===== src/rtl/spell_mem_arbiter_if.sv =====
// Bundles the core/debug requester ports and the memory port of spell_mem_arbiter.
// The slave modport is the arbiter's view; master is the view of whatever drives it.
interface spell_mem_arbiter_if;
    logic       c_req;
    logic       c_write;
    logic       c_type_data;
    logic [7:0] c_addr;
    logic [7:0] c_wdata;
    logic       c_ack;
    logic [7:0] c_rdata;

    logic       d_req;
    logic       d_write;
    logic       d_type_data;
    logic [7:0] d_addr;
    logic [7:0] d_wdata;
    logic       d_ack;
    logic [7:0] d_rdata;

    logic       m_select;
    logic       m_write;
    logic       m_type_data;
    logic [7:0] m_addr;
    logic [7:0] m_wdata;
    logic [7:0] m_rdata;
    logic       m_ready;

    logic       err;

    modport slave (
        input  c_req, c_write, c_type_data, c_addr, c_wdata,
        output c_ack, c_rdata,
        input  d_req, d_write, d_type_data, d_addr, d_wdata,
        output d_ack, d_rdata,
        output m_select, m_write, m_type_data, m_addr, m_wdata,
        input  m_rdata, m_ready,
        output err
    );

    modport master (
        output c_req, c_write, c_type_data, c_addr, c_wdata,
        input  c_ack, c_rdata,
        output d_req, d_write, d_type_data, d_addr, d_wdata,
        input  d_ack, d_rdata,
        input  m_select, m_write, m_type_data, m_addr, m_wdata,
        output m_rdata, m_ready,
        input  err
    );
endinterface


===== src/rtl/spell_mem_arbiter.sv =====
// Round-robin arbiter of a core and a debug/loader requester onto one memory port.
// Define SPELL_ARB_TIMEOUT_EN to abort accesses after TIMEOUT_CYCLES with rdata 8'hFF and sticky err.
module spell_mem_arbiter #(
    parameter int unsigned TIMEOUT_CYCLES = 16
) (
    input logic                clk,
    input logic                rst,
    spell_mem_arbiter_if.slave bus
);
    typedef enum logic [1:0] {StIdle, StAccess, StRelease} state_e;

    state_e     state_q, state_d;
    logic       last_dbg_q, last_dbg_d;
    logic       owner_dbg_q, owner_dbg_d;
    logic       sel_q, sel_d;
    logic       write_q, write_d;
    logic       type_q, type_d;
    logic [7:0] addr_q, addr_d;
    logic [7:0] wdata_q, wdata_d;
    logic       c_ack_q, c_ack_d;
    logic       d_ack_q, d_ack_d;
    logic [7:0] c_rdata_q, c_rdata_d;
    logic [7:0] d_rdata_q, d_rdata_d;

    logic       grant_dbg;
    logic       done;
    logic       done_load;
    logic [7:0] done_rdata;

`ifdef SPELL_ARB_TIMEOUT_EN
    localparam int unsigned CntW = $clog2(TIMEOUT_CYCLES + 1);
    logic [CntW-1:0] cnt_q, cnt_d;
    logic            err_q, err_d;
`endif

    // On a tie the requester that was not granted last wins.
    assign grant_dbg = bus.d_req & (~bus.c_req | ~last_dbg_q);

    always_comb begin
        state_d     = state_q;
        last_dbg_d  = last_dbg_q;
        owner_dbg_d = owner_dbg_q;
        sel_d       = sel_q;
        write_d     = write_q;
        type_d      = type_q;
        addr_d      = addr_q;
        wdata_d     = wdata_q;
        c_ack_d     = 1'b0;
        d_ack_d     = 1'b0;
        c_rdata_d   = c_rdata_q;
        d_rdata_d   = d_rdata_q;
        done        = 1'b0;
        done_load   = 1'b0;
        done_rdata  = bus.m_rdata;
`ifdef SPELL_ARB_TIMEOUT_EN
        cnt_d       = cnt_q;
        err_d       = err_q;
`endif

        unique case (state_q)
            StIdle: begin
                if (bus.c_req || bus.d_req) begin
                    state_d     = StAccess;
                    owner_dbg_d = grant_dbg;
                    last_dbg_d  = grant_dbg;
                    sel_d       = 1'b1;
                    write_d     = grant_dbg ? bus.d_write     : bus.c_write;
                    type_d      = grant_dbg ? bus.d_type_data : bus.c_type_data;
                    addr_d      = grant_dbg ? bus.d_addr      : bus.c_addr;
                    wdata_d     = grant_dbg ? bus.d_wdata     : bus.c_wdata;
`ifdef SPELL_ARB_TIMEOUT_EN
                    cnt_d       = '0;
`endif
                end
            end
            StAccess: begin
                if (bus.m_ready) begin
                    done      = 1'b1;
                    done_load = ~write_q;
                end
`ifdef SPELL_ARB_TIMEOUT_EN
                else if (cnt_q == CntW'(TIMEOUT_CYCLES - 1)) begin
                    done       = 1'b1;
                    done_load  = 1'b1;
                    done_rdata = 8'hFF;
                    err_d      = 1'b1;
                end else begin
                    cnt_d = cnt_q + CntW'(1);
                end
`endif
            end
            StRelease: begin
                state_d = StIdle;
            end
            default: begin
                state_d = StIdle;
            end
        endcase

        // Completion: drop select for the release cycle and pulse the owner's ack.
        if (done) begin
            state_d = StRelease;
            sel_d   = 1'b0;
            if (owner_dbg_q) begin
                d_ack_d = 1'b1;
                if (done_load) d_rdata_d = done_rdata;
            end else begin
                c_ack_d = 1'b1;
                if (done_load) c_rdata_d = done_rdata;
            end
        end
    end

    always_ff @(posedge clk or posedge rst) begin
        if (rst) begin
            state_q <= StIdle;
        end else begin
            state_q <= state_d;
        end
    end

    always_ff @(posedge clk or posedge rst) begin
        if (rst) begin
            last_dbg_q  <= 1'b1;
            owner_dbg_q <= 1'b0;
            sel_q       <= 1'b0;
            write_q     <= 1'b0;
            type_q      <= 1'b0;
            addr_q      <= 8'h00;
            wdata_q     <= 8'h00;
            c_ack_q     <= 1'b0;
            d_ack_q     <= 1'b0;
            c_rdata_q   <= 8'h00;
            d_rdata_q   <= 8'h00;
        end else begin
            last_dbg_q  <= last_dbg_d;
            owner_dbg_q <= owner_dbg_d;
            sel_q       <= sel_d;
            write_q     <= write_d;
            type_q      <= type_d;
            addr_q      <= addr_d;
            wdata_q     <= wdata_d;
            c_ack_q     <= c_ack_d;
            d_ack_q     <= d_ack_d;
            c_rdata_q   <= c_rdata_d;
            d_rdata_q   <= d_rdata_d;
        end
    end

`ifdef SPELL_ARB_TIMEOUT_EN
    always_ff @(posedge clk or posedge rst) begin
        if (rst) begin
            cnt_q <= '0;
            err_q <= 1'b0;
        end else begin
            cnt_q <= cnt_d;
            err_q <= err_d;
        end
    end

    assign bus.err = err_q;
`else
    assign bus.err = 1'b0;
`endif

    assign bus.m_select    = sel_q;
    assign bus.m_write     = write_q;
    assign bus.m_type_data = type_q;
    assign bus.m_addr      = addr_q;
    assign bus.m_wdata     = wdata_q;
    assign bus.c_ack       = c_ack_q;
    assign bus.d_ack       = d_ack_q;
    assign bus.c_rdata     = c_rdata_q;
    assign bus.d_rdata     = d_rdata_q;
endmodule


===== src/flat_wrapper.sv =====
// flat-port wrapper written by rule: the top's interface ports become plain ports
module spell_mem_arbiter_flat 
#(
    parameter int unsigned TIMEOUT_CYCLES = 16
)
  (clk, rst, bus_c_req, bus_c_write, bus_c_type_data, bus_c_addr, bus_c_wdata, bus_c_ack, bus_c_rdata, bus_d_req, bus_d_write, bus_d_type_data, bus_d_addr, bus_d_wdata, bus_d_ack, bus_d_rdata, bus_m_select, bus_m_write, bus_m_type_data, bus_m_addr, bus_m_wdata, bus_m_rdata, bus_m_ready, bus_err);
  spell_mem_arbiter_if bus_i ();
  input logic clk;
  input logic rst;
  input wire logic [$bits(bus_i.c_req)-1:0] bus_c_req;
  input wire logic [$bits(bus_i.c_write)-1:0] bus_c_write;
  input wire logic [$bits(bus_i.c_type_data)-1:0] bus_c_type_data;
  input wire logic [$bits(bus_i.c_addr)-1:0] bus_c_addr;
  input wire logic [$bits(bus_i.c_wdata)-1:0] bus_c_wdata;
  output wire logic [$bits(bus_i.c_ack)-1:0] bus_c_ack;
  output wire logic [$bits(bus_i.c_rdata)-1:0] bus_c_rdata;
  input wire logic [$bits(bus_i.d_req)-1:0] bus_d_req;
  input wire logic [$bits(bus_i.d_write)-1:0] bus_d_write;
  input wire logic [$bits(bus_i.d_type_data)-1:0] bus_d_type_data;
  input wire logic [$bits(bus_i.d_addr)-1:0] bus_d_addr;
  input wire logic [$bits(bus_i.d_wdata)-1:0] bus_d_wdata;
  output wire logic [$bits(bus_i.d_ack)-1:0] bus_d_ack;
  output wire logic [$bits(bus_i.d_rdata)-1:0] bus_d_rdata;
  output wire logic [$bits(bus_i.m_select)-1:0] bus_m_select;
  output wire logic [$bits(bus_i.m_write)-1:0] bus_m_write;
  output wire logic [$bits(bus_i.m_type_data)-1:0] bus_m_type_data;
  output wire logic [$bits(bus_i.m_addr)-1:0] bus_m_addr;
  output wire logic [$bits(bus_i.m_wdata)-1:0] bus_m_wdata;
  input wire logic [$bits(bus_i.m_rdata)-1:0] bus_m_rdata;
  input wire logic [$bits(bus_i.m_ready)-1:0] bus_m_ready;
  output wire logic [$bits(bus_i.err)-1:0] bus_err;
  assign bus_i.c_req = bus_c_req;
  assign bus_i.c_write = bus_c_write;
  assign bus_i.c_type_data = bus_c_type_data;
  assign bus_i.c_addr = bus_c_addr;
  assign bus_i.c_wdata = bus_c_wdata;
  assign bus_c_ack = bus_i.c_ack;
  assign bus_c_rdata = bus_i.c_rdata;
  assign bus_i.d_req = bus_d_req;
  assign bus_i.d_write = bus_d_write;
  assign bus_i.d_type_data = bus_d_type_data;
  assign bus_i.d_addr = bus_d_addr;
  assign bus_i.d_wdata = bus_d_wdata;
  assign bus_d_ack = bus_i.d_ack;
  assign bus_d_rdata = bus_i.d_rdata;
  assign bus_m_select = bus_i.m_select;
  assign bus_m_write = bus_i.m_write;
  assign bus_m_type_data = bus_i.m_type_data;
  assign bus_m_addr = bus_i.m_addr;
  assign bus_m_wdata = bus_i.m_wdata;
  assign bus_i.m_rdata = bus_m_rdata;
  assign bus_i.m_ready = bus_m_ready;
  assign bus_err = bus_i.err;
  spell_mem_arbiter #(.TIMEOUT_CYCLES(TIMEOUT_CYCLES)) u_core (.clk(clk), .rst(rst), .bus(bus_i));
endmodule

===== config.mk =====
export PLATFORM = sky130hd
export DESIGN_NAME = spell_mem_arbiter_flat
export DESIGN_NICKNAME = d
export VERILOG_FILES = /design/src/rtl/spell_mem_arbiter_if.sv /design/src/rtl/spell_mem_arbiter.sv /design/src/flat_wrapper.sv
export SDC_FILE = /design/constraint.sdc
export NUM_CORES = 1
export LEC_CHECK = 0
export BUFFER_PORTS_ARGS = -buffer_cell sky130_fd_sc_hd__buf_2
export CAP_MARGIN = 10
export CORE_MARGIN = 10
export CORE_UTILIZATION = 34
export CTS_CLUSTER_SIZE = 20
export DETAILED_ROUTE_END_ITERATION = 16
export REMOVE_ABC_BUFFERS = 1
export SLEW_MARGIN = 10
export SYNTH_ARGS = -nofsm -noshare
export SYNTH_HDL_FRONTEND = slang
export SYNTH_SLANG_ARGS = --single-unit
export TNS_END_PERCENT = 30

===== constraint.sdc =====
create_clock -name clk -period 1.55 [get_ports clk]
set_input_delay 0.155 -clock clk [delete_from_list [all_inputs] [get_ports clk]]
set_output_delay 0.155 -clock clk [all_outputs]
set_load 0.01 [all_outputs]

# --- Word-level counts from Yosys, hierarchy flattened ---
# Index checks and enable logic that the tools add are counted.
word_totals:
  output_inout_bits: 38
  wordCells: 48
  in_bits: 49
  regBits: 41
classes:
  muxes: 18
  bitwise_logic: 6
  reduce_logical: 9
  n_eq_ne: 3
ops:
  columns: ["cell", "count"]
  rows:
  - ["$mux 8", 2]
  - ["$mux 1", 13]
  - ["$reduce_and 2->1", 3]
  - ["$reduce_and 3->1", 2]
  - ["$mux 2", 2]
  - ["$not 1->1", 4]
  - ["$pmux 2 s2", 1]
  - ["$reduce_bool 2->1", 2]
  - ["$ne 3x1->1 const B", 1]
  - ["$eq 2x1->1 const B", 1]
  - ["$logic_not 2->1", 1]
  - ["$ne 2x1->1 const B", 1]
  - ["$and 1x1->1", 1]
  - ["$logic_or 1x1->1", 1]
  - ["$or 1x1->1", 1]

# --- Logic depth before layout (Yosys ltp) ---
# Gate-level depths: netlist of the first run.
depth:
  depth_word: 4
  mapped_depth: 5

# --- Least setup slack after synthesis of the first run ---
# OpenSTA, ideal clock, no wires.
synth_path:
  kind: "reg-to-reg"
  start: "reg u_core.last_dbg_q"
  end: "reg u_core.addr_q[1], in the netlist u_core.bus.m_addr[1]"
  path_buffers: 2
  path_slack_ns: -0.025
  setup_time_ns: 0.125
  required_ns: 1.425
  period_less_slack_ns: 1.575
  path_stages_with_launch: 6
  arrival_time_ns: 1.451
  cell_sequence: "dfstp_2 -> a21bo_1 -> buf_6 -> buf_8 -> mux2_4 -> mux2_2"
synth_via:
  elab_chain_cells: 4
synth_lines:
  columns: ["item", "line_no", "text"]
  rows:
  - ["start: declaration", "spell_mem_arbiter.sv:13", "logic last_dbg_q, last_dbg_d;"]
  - ["start signal: assignment", "spell_mem_arbiter.sv:136", "last_dbg_q <= last_dbg_d;"]
  - ["$not 1->1", "spell_mem_arbiter.sv:37", "assign grant_dbg = bus.d_req & (~bus.c_req | ~last_dbg_q);"]
  - ["$or 1x1->1", "spell_mem_arbiter.sv:37", null]
  - ["$and 1x1->1", "spell_mem_arbiter.sv:37", null]
  - ["$mux 8", "spell_mem_arbiter.sv:69", "addr_d = grant_dbg ? bus.d_addr : bus.c_addr;"]
  - ["end signal: assignment", "spell_mem_arbiter.sv:141", "addr_q <= addr_d;"]
  - ["end: declaration", "spell_mem_arbiter.sv:18", "logic [7:0] addr_q, addr_d;"]
# Every way passes these cells.
# A chain may end at the register's enable or synchronous reset.

# --- Final worst setup path of the first run ---
layout_path:
  start: "reg u_core.last_dbg_q"
  end: "reg u_core.wdata_q[6], in the netlist u_core.bus.m_wdata[6]"
layout_via:
  elab_chain_cells: 4
layout_lines:
  columns: ["item", "line_no", "text"]
  rows:
  - ["$not 1->1", "spell_mem_arbiter.sv:37", null]
  - ["$or 1x1->1", "spell_mem_arbiter.sv:37", null]
  - ["$and 1x1->1", "spell_mem_arbiter.sv:37", null]
  - ["$mux 8", "spell_mem_arbiter.sv:70", "wdata_d = grant_dbg ? bus.d_wdata : bus.c_wdata;"]
  - ["end signal: assignment", "spell_mem_arbiter.sv:142", "wdata_q <= wdata_d;"]
  - ["end: declaration", "spell_mem_arbiter.sv:19", "logic [7:0] wdata_q, wdata_d;"]
# Every way passes these cells.

==> results.toml, run 1 <==
[grt]
antenna_found_initial = 0
grt_pass1_wl_um = 6837
track_usage = 0.1004
grt_start_max_net_pins = 35
grt_pass1_vias = 1294
gr-total-overflow = 0

[floorplanning]
die-area_um2 = 8597
num_rows = 26
ios = 87
start_util = 0.3520
dieHeight_um = 92.72
core_area_um2 = 5107
die_width_um = 92.72

[cells_and_area]
nFillCells = 474
syn_to_final_growth_pct = 40.50
layout_commonest_cell = "buf_2"
drive_gt1_frac = 0.7290
fin_area_um2 = 2526
final_nets = 262
final_cell_mix = "buf_2, dfrtp_1, mux2_2"
antennaDiodeCount = 0

[sta]
post-route-period-util = 0.9965
fin_crit_ns = 1.545
skew_ns = 0.008653
setup_viol = 0
finalHoldViolCount = 0
slew_viol_final = 0
rsz0062_at_grt = "yes"
worst_slack_ns = 0.005354
timing.fmax_mhz = 647.4

[placed_design]
gp_congestion = 0.6887
port_buffers = 85
dp_hpwl_um = 3473
placed_area_um2 = 2361
dp_slack_ns = -0.01182

[worst_setup_path]
slowest_stage = "dfstp_2"
start_kind = "flop"
worst-r2r-setup-slack_ns = 0.005
worstPathRequired_ns = 1.72
critical_path.max_stage_delay_ns = 0.55
worstSetupEndpointType = "flop"
crit_fanout = 7
r2r_start = "u_core.last_dbg_q$_DFFE_PP1P_"
worst-setup-path-type = "reg -> reg"
r2r-end = "u_core.bus.m_wdata[6]$_DFFE_PP0P_"
cp_cell_sequence = "a21bo_4, clkbuf_16, mux2_4, mux2_2"
ff2ff_path_depth = 4
cp_data_arrival_time_ns = 1.71

[power]
p_int_w = 0.003035
p_leak_nw = 1.306
p_seq_frac = 0.410
p_comb_frac = 0.444
switching_power_w = 0.001499
ir_drop_v = 0.0006523
power.density_nw_per_um2 = 1795
p_sw_frac = 0.3305
p_clk_frac = 0.146

[drt]
first_pass_iters = 4
ant_nets = 0
vias_per_cell = 4.370
wirelength_um = 4531
drc = 0
dr_total_vias = 1241
drt_iter0_markers = 18
post_drt_wl_per_cell_um = 15.95

[yosys]
synthCells = 117
ys_types = 22
yosysSeqAreaShare = 0.5713
synth_warnings = 0
syn-cell-area_um2 = 1798
syn_area_per_cell_um2 = 15.37
synth_seq_cells = 41

[clock_tree]
clockRootBuffer = "clkbuf_8"
cts.htree.levels = 2
clockBufferDepth = 2
cts_sinks = 41
clk_latency_ns = 0.28
clk_pin_slew_ns = 0.07
numCtsBuffers = 5
cts_tree = "yes"
post-cts-setup-buffer-count = 0

[min_path]
hold_path_depth = 2
min-delay-start = "bus_c_req"
min_path_type = "in -> reg"
min_to = "u_core.last_dbg_q$_DFFE_PP1P_"

[run]
maxCapViolations = 0

[run_status]
status = "completed"
==> logic make-up after synthesis <==
| family | count (synthesis) | share of synthesized area |
|---|---|---|
| compound gates | 6 | 0.02157 |
| flops | 41 | 0.5713 |
| other cells | 1 | 0.002086 |
| buf+inv | 7 | 0.02853 |
| simple gates | 10 | 0.03201 |
| mux | 52 | 0.3445 |
==> critical path, delay by kind of cell (launching register included) <==
kind / cells / cell delay (ns)
mux: 2 / 0.56
flops: 1 / 0.55
compound gates: 1 / 0.17
buf+inv: 1 / 0.17
==> layout make-up <==
| class | instances | area [um^2] | area share |
|---|---|---|---|
| clock inverters | 2 | 10.01 | 0.003962 |
| repair buffers | 94 | 554.3 | 0.2194 |
| flip-flops and latches | 41 | 1027 | 0.4066 |
| well taps | 70 | 87.58 | 0.03467 |
| clock buffers | 6 | 72.57 | 0.02873 |
| multi-input cells | 69 | 767.0 | 0.3036 |
| inverters | 2 | 7.507 | 0.002972 |
==> routing by layer <==
metal | share of wire | GRT usage
met5 | 0 | 0
met4 | 0.0088 | 0.03856
met3 | 0.069 | 0.04116
met2 | 0.54 | 0.1706
met1 | 0.38 | 0.1094
==> cells in the mapped netlist <==
cell,count,area [um^2]
mux2_2,43,484.2
dfrtp_1,40,1001
mux2_4,9,135.1
buf_2,2,10.01
inv_1,2,7.510
nand2_1,2,7.510
nand3b_1,2,15.01
nor2_1,2,7.510
o21ai_0,2,10.01
a21bo_1,1,10.01
a21o_1,1,7.510
a21oi_1,1,5.000
a31oi_1,1,6.260
and2_1,1,6.260
buf_4,1,7.510
buf_6,1,11.26
buf_8,1,15.01
conb_1,1,3.750
dfstp_2,1,26.28
nand2b_1,1,6.260
nor3_1,1,5.000
nor3_2,1,10.01
==> stage by stage <==
| stage | setup TNS [ns] | utilization | total power (W) | instances | hold slack [ns] |
|---|---|---|---|---|---|
| detailed placement | -0.06104 | 0.4623 | 0.003856 | 274 | 0.1493 |
| floorplan | -12.14 | - | 0.002972 | 112 | 0.2179 |
| global placement | 0 | 0.4623 | 0.003819 | 274 | 0.1517 |
| CTS | -0.1022 | 0.4826 | 0.004535 | 283 | 0.05421 |
| global route | -0.3091 | 0.4946 | 0.004854 | 284 | 0.07983 |
| finish | 0 | 0.4946 | 0.004534 | 284 | 0.08420 |
==> registers in the layout, indices dropped and copies added, names as in the netlist, 2 cells and up <==
name	flops
u_core.bus.m_wdata	8
u_core.bus.d_rdata	8
u_core.state_q	2
u_core.bus.c_rdata	8
u_core.bus.m_addr	8
==> repair_timing <==
| item | in CTS | in global routing |
|---|---|---|
| resized for setup | 3 | 10 |
| hold buffers | 1 | 0 |
| gates cloned | 0 | 1 |
| setup endpoints to repair | 10 | 18 |
| hold endpoints to repair | 7 | 0 |
| pin swaps | 0 | 1 |
==> power by group through the flow <==
stage | clock, W | combinational [W] | sequential (W)
after global placement | 0 | 0.00196 | 0.00186
after detailed placement | 0 | 0.00198 | 0.00187
after global routing | 0.000742 | 0.00218 | 0.00193
after CTS | 0.000686 | 0.00199 | 0.00185
after floorplan | 0 | 0.000867 | 0.00210
final | 0.000660 | 0.00201 | 0.00186
==> worst max path at each step <==
stage                                        from                                 to  slack [ns]  depth (start not counted)
global route        u_core.last_dbg_q$_DFFE_PP1P_   u_core.bus.m_addr[7]$_DFFE_PP0P_       -0.04                          4
CTS                 u_core.last_dbg_q$_DFFE_PP1P_   u_core.bus.m_addr[4]$_DFFE_PP0P_       -0.02                          4
floorplan                               bus_d_req   u_core.bus.m_addr[0]$_DFFE_PP0P_       -0.61                          2
finish              u_core.last_dbg_q$_DFFE_PP1P_  u_core.bus.m_wdata[6]$_DFFE_PP0P_       0.005                          4
global placement    u_core.last_dbg_q$_DFFE_PP1P_   u_core.bus.m_addr[7]$_DFFE_PP0P_        0.01                          4
detailed placement  u_core.last_dbg_q$_DFFE_PP1P_   u_core.bus.m_addr[7]$_DFFE_PP0P_       -0.01                          4
(Power assumes the default switching activity.)
==> run 2: changes to the inputs <==
--- a/config.mk
+++ b/config.mk
@@ -8,9 +8,10 @@
 export BUFFER_PORTS_ARGS = -buffer_cell sky130_fd_sc_hd__buf_2
 export CAP_MARGIN = 10
 export CORE_MARGIN = 10
-export CORE_UTILIZATION = 34
+export CORE_UTILIZATION = 41
 export CTS_CLUSTER_SIZE = 20
 export DETAILED_ROUTE_END_ITERATION = 16
+export PLACE_DENSITY = 0.75
 export REMOVE_ABC_BUFFERS = 1
 export SLEW_MARGIN = 10
 export SYNTH_ARGS = -nofsm -noshare
==> constraint.sdc (replaced) <==
create_clock -name clk -period 1.55 [get_ports clk]
set_input_delay 0 -clock clk [delete_from_list [all_inputs] [get_ports clk]]
set_output_delay 0 -clock clk [all_outputs]
set_load 0.01 [all_outputs]
==> results.toml, run 2 (same netlist as run 1, synthesis figures left out) <==
[worst_setup_path]
worstPathRequired_ns = 1.72
crit_fanout = 9
cp-endpoint = "u_core.bus.m_addr[0]$_DFFE_PP0P_"
start_kind = "flop"
cpMostUsedCell = "mux2_2"
crit_path_start = "u_core.last_dbg_q$_DFFE_PP1P_"
worstSetupEndpointType = "flop"
worst-r2r-setup-slack_ns = -0.02
r2r_start = "u_core.last_dbg_q$_DFFE_PP1P_"
slowest_stage = "dfstp_2"
cp_data_arrival_time_ns = 1.74
critical_path.max_stage_delay_ns = 0.54
worst-setup-path-type = "reg -> reg"
cp_cell_sequence = "a21bo_4, buf_12, mux2_2, mux2_2"
r2r-end = "u_core.bus.m_addr[0]$_DFFE_PP0P_"
ff2ff_path_depth = 4

[power]
p_seq_frac = 0.418
ir_drop_v = 0.001018
p_leak_nw = 1.295
p_clk_frac = 0.148
p_comb_frac = 0.434
p_int_w = 0.002978
p_sw_frac = 0.3354
power.density_nw_per_um2 = 1757
switching_power_w = 0.001503

[grt]
grt_pass1_wl_um = 7527
gr-total-overflow = 0
antenna_found_initial = 0
grt_pass1_vias = 1470
track_usage = 0.1215
grt_start_max_net_pins = 42

[cells_and_area]
syn_to_final_growth_pct = 41.89
antennaDiodeCount = 0
finish.utilization = 0.5941
fin_area_um2 = 2551
layout_commonest_cell = "buf_2"
final_cell_mix = "buf_2, mux2_2, dfrtp_1"
drive_gt1_frac = 0.6996
nFillCells = 348
final_nets = 271

[sta]
slew_viol_final = 0
finalSetupTns_ns = -0.05350
timing.fmax_mhz = 636.1
whs_ns = 0.02762
skew_ns = 0.003987
finalHoldViolCount = 0
worst_slew_pin_slew_ns = 0.6715
post-route-period-util = 1.014
fin_crit_ns = 1.572
worst_slack_ns = -0.02202
setup_viol = 6
relSlewSlack = 0.5506
rsz0062_at_grt = "yes"

[clock_tree]
clk_latency_ns = 0.28
cts_tree = "yes"
cts.htree.levels = 2
clockBufferDepth = 2
clk_pin_slew_ns = 0.08
numCtsBuffers = 5
cts_sinks = 41
clockRootBuffer = "clkbuf_8"
post-cts-setup-buffer-count = 0

[run_status]
status = "finished, violations left"
violations = "negative setup slack"

[drt]
route.met3.wl_um = 607
wirelength_met1_um = 1765
post_drt_wl_per_cell_um = 16.46
met2_wirelength_um = 2131
ant_nets = 0
dr_total_vias = 1300
wirelength_um = 4526
drc = 0
vias_per_cell = 4.727
highest_layer = "met4"
drt_iter0_markers = 30
first_pass_iters = 4

[min_path]
min_path_type = "in -> reg"

[placed_design]
gp_congestion = 0.6828
dp_slack_ns = -0.04034
placed_area_um2 = 2306
port_buffers = 85
dp_hpwl_um = 3341

[floorplanning]
num_rows = 24
ios = 87
core_area_um2 = 4294
dieHeight_um = 86.22
die_width_um = 86.22
die-area_um2 = 7434
start_util = 0.4187

[run]
maxCapViolations = 0
-- run 2: changes by cell type in the layout (fill, tap and decap cells not counted), moves of 2 or more --
cell,change
buf_12,-2
mux2_2,+8
mux2_4,-8
buf_4,+2
dlygate4sd3_1,+10
-- run 2: through the flow --
step / instances / power, W
2_1_floorplan: 112 / 0.002972
3_3_place_gp: 255 / 0.003727
3_5_place_dp: 255 / 0.003794
4_1_cts: 275 / 0.004540
5_1_grt: 275 / 0.004815
6_report: 275 / 0.004482
-- run 2: per-layer routing --
layer  track usage  vias up
met4       0.02209        0
met2        0.2022       65
met5             0        -
met1        0.1328      613
met3       0.07036        2
li1              -      620
-- run 2: what timing repair did --
action | CTS | global route
hold buffers | 11 | 0
endpoints found under the setup margin | 17 | 18
resized for setup | 3 | 3
pin swaps | 1 | 0
hold endpoints to repair | 58 | 0
gates cloned | 1 | 0
-- run 2: worst min path at each step --
stage	startpoint	to	slack [ns]	cells after the start
5_1_grt	bus_d_req	u_core.last_dbg_q$_DFFE_PP1P_	0.04	3
3_5_place_dp	rst	u_core.bus.m_addr[3]$_DFFE_PP0P_	0.16	3
3_3_place_gp	rst	u_core.bus.c_rdata[7]$_DFFE_PP0P_	0.15	3
6_report	bus_d_req	u_core.last_dbg_q$_DFFE_PP1P_	0.03	3
4_1_cts	bus_d_req	u_core.last_dbg_q$_DFFE_PP1P_	0.002	3
2_1_floorplan	bus_c_req	u_core.last_dbg_q$_DFFE_PP1P_	0.06	1
-- run 2: power by group through the flow --
stage | Combinational [W] | Clock [W] | Sequential, W
6_report | 0.00195 | 0.000661 | 0.00187
5_1_grt | 0.00213 | 0.000734 | 0.00195
4_1_cts | 0.00197 | 0.000695 | 0.00188
3_5_place_dp | 0.00190 | 0 | 0.00189
3_3_place_gp | 0.00187 | 0 | 0.00186
2_1_floorplan | 0.000867 | 0 | 0.00210
-- run 2: worst max-delay path, delay by kind of cell (launching register included) --
family	cells	cell delay (ns)
AOI/OAI and AO/OA	1	0.17
muxes	2	0.60
DFF	1	0.54
buffers and inverters	1	0.15
-- run 2: final cells by class --
class | instances | area, um^2 | area share
clock buffer | 5 | 68.82 | 0.02697
sequential | 41 | 1027 | 0.4026
multi-input combinational | 69 | 744.5 | 0.2918
timing repair buffer | 103 | 620.6 | 0.2433
clock inverter | 3 | 17.52 | 0.006866
tap | 52 | 65.06 | 0.02550
inverter | 2 | 7.507 | 0.002943
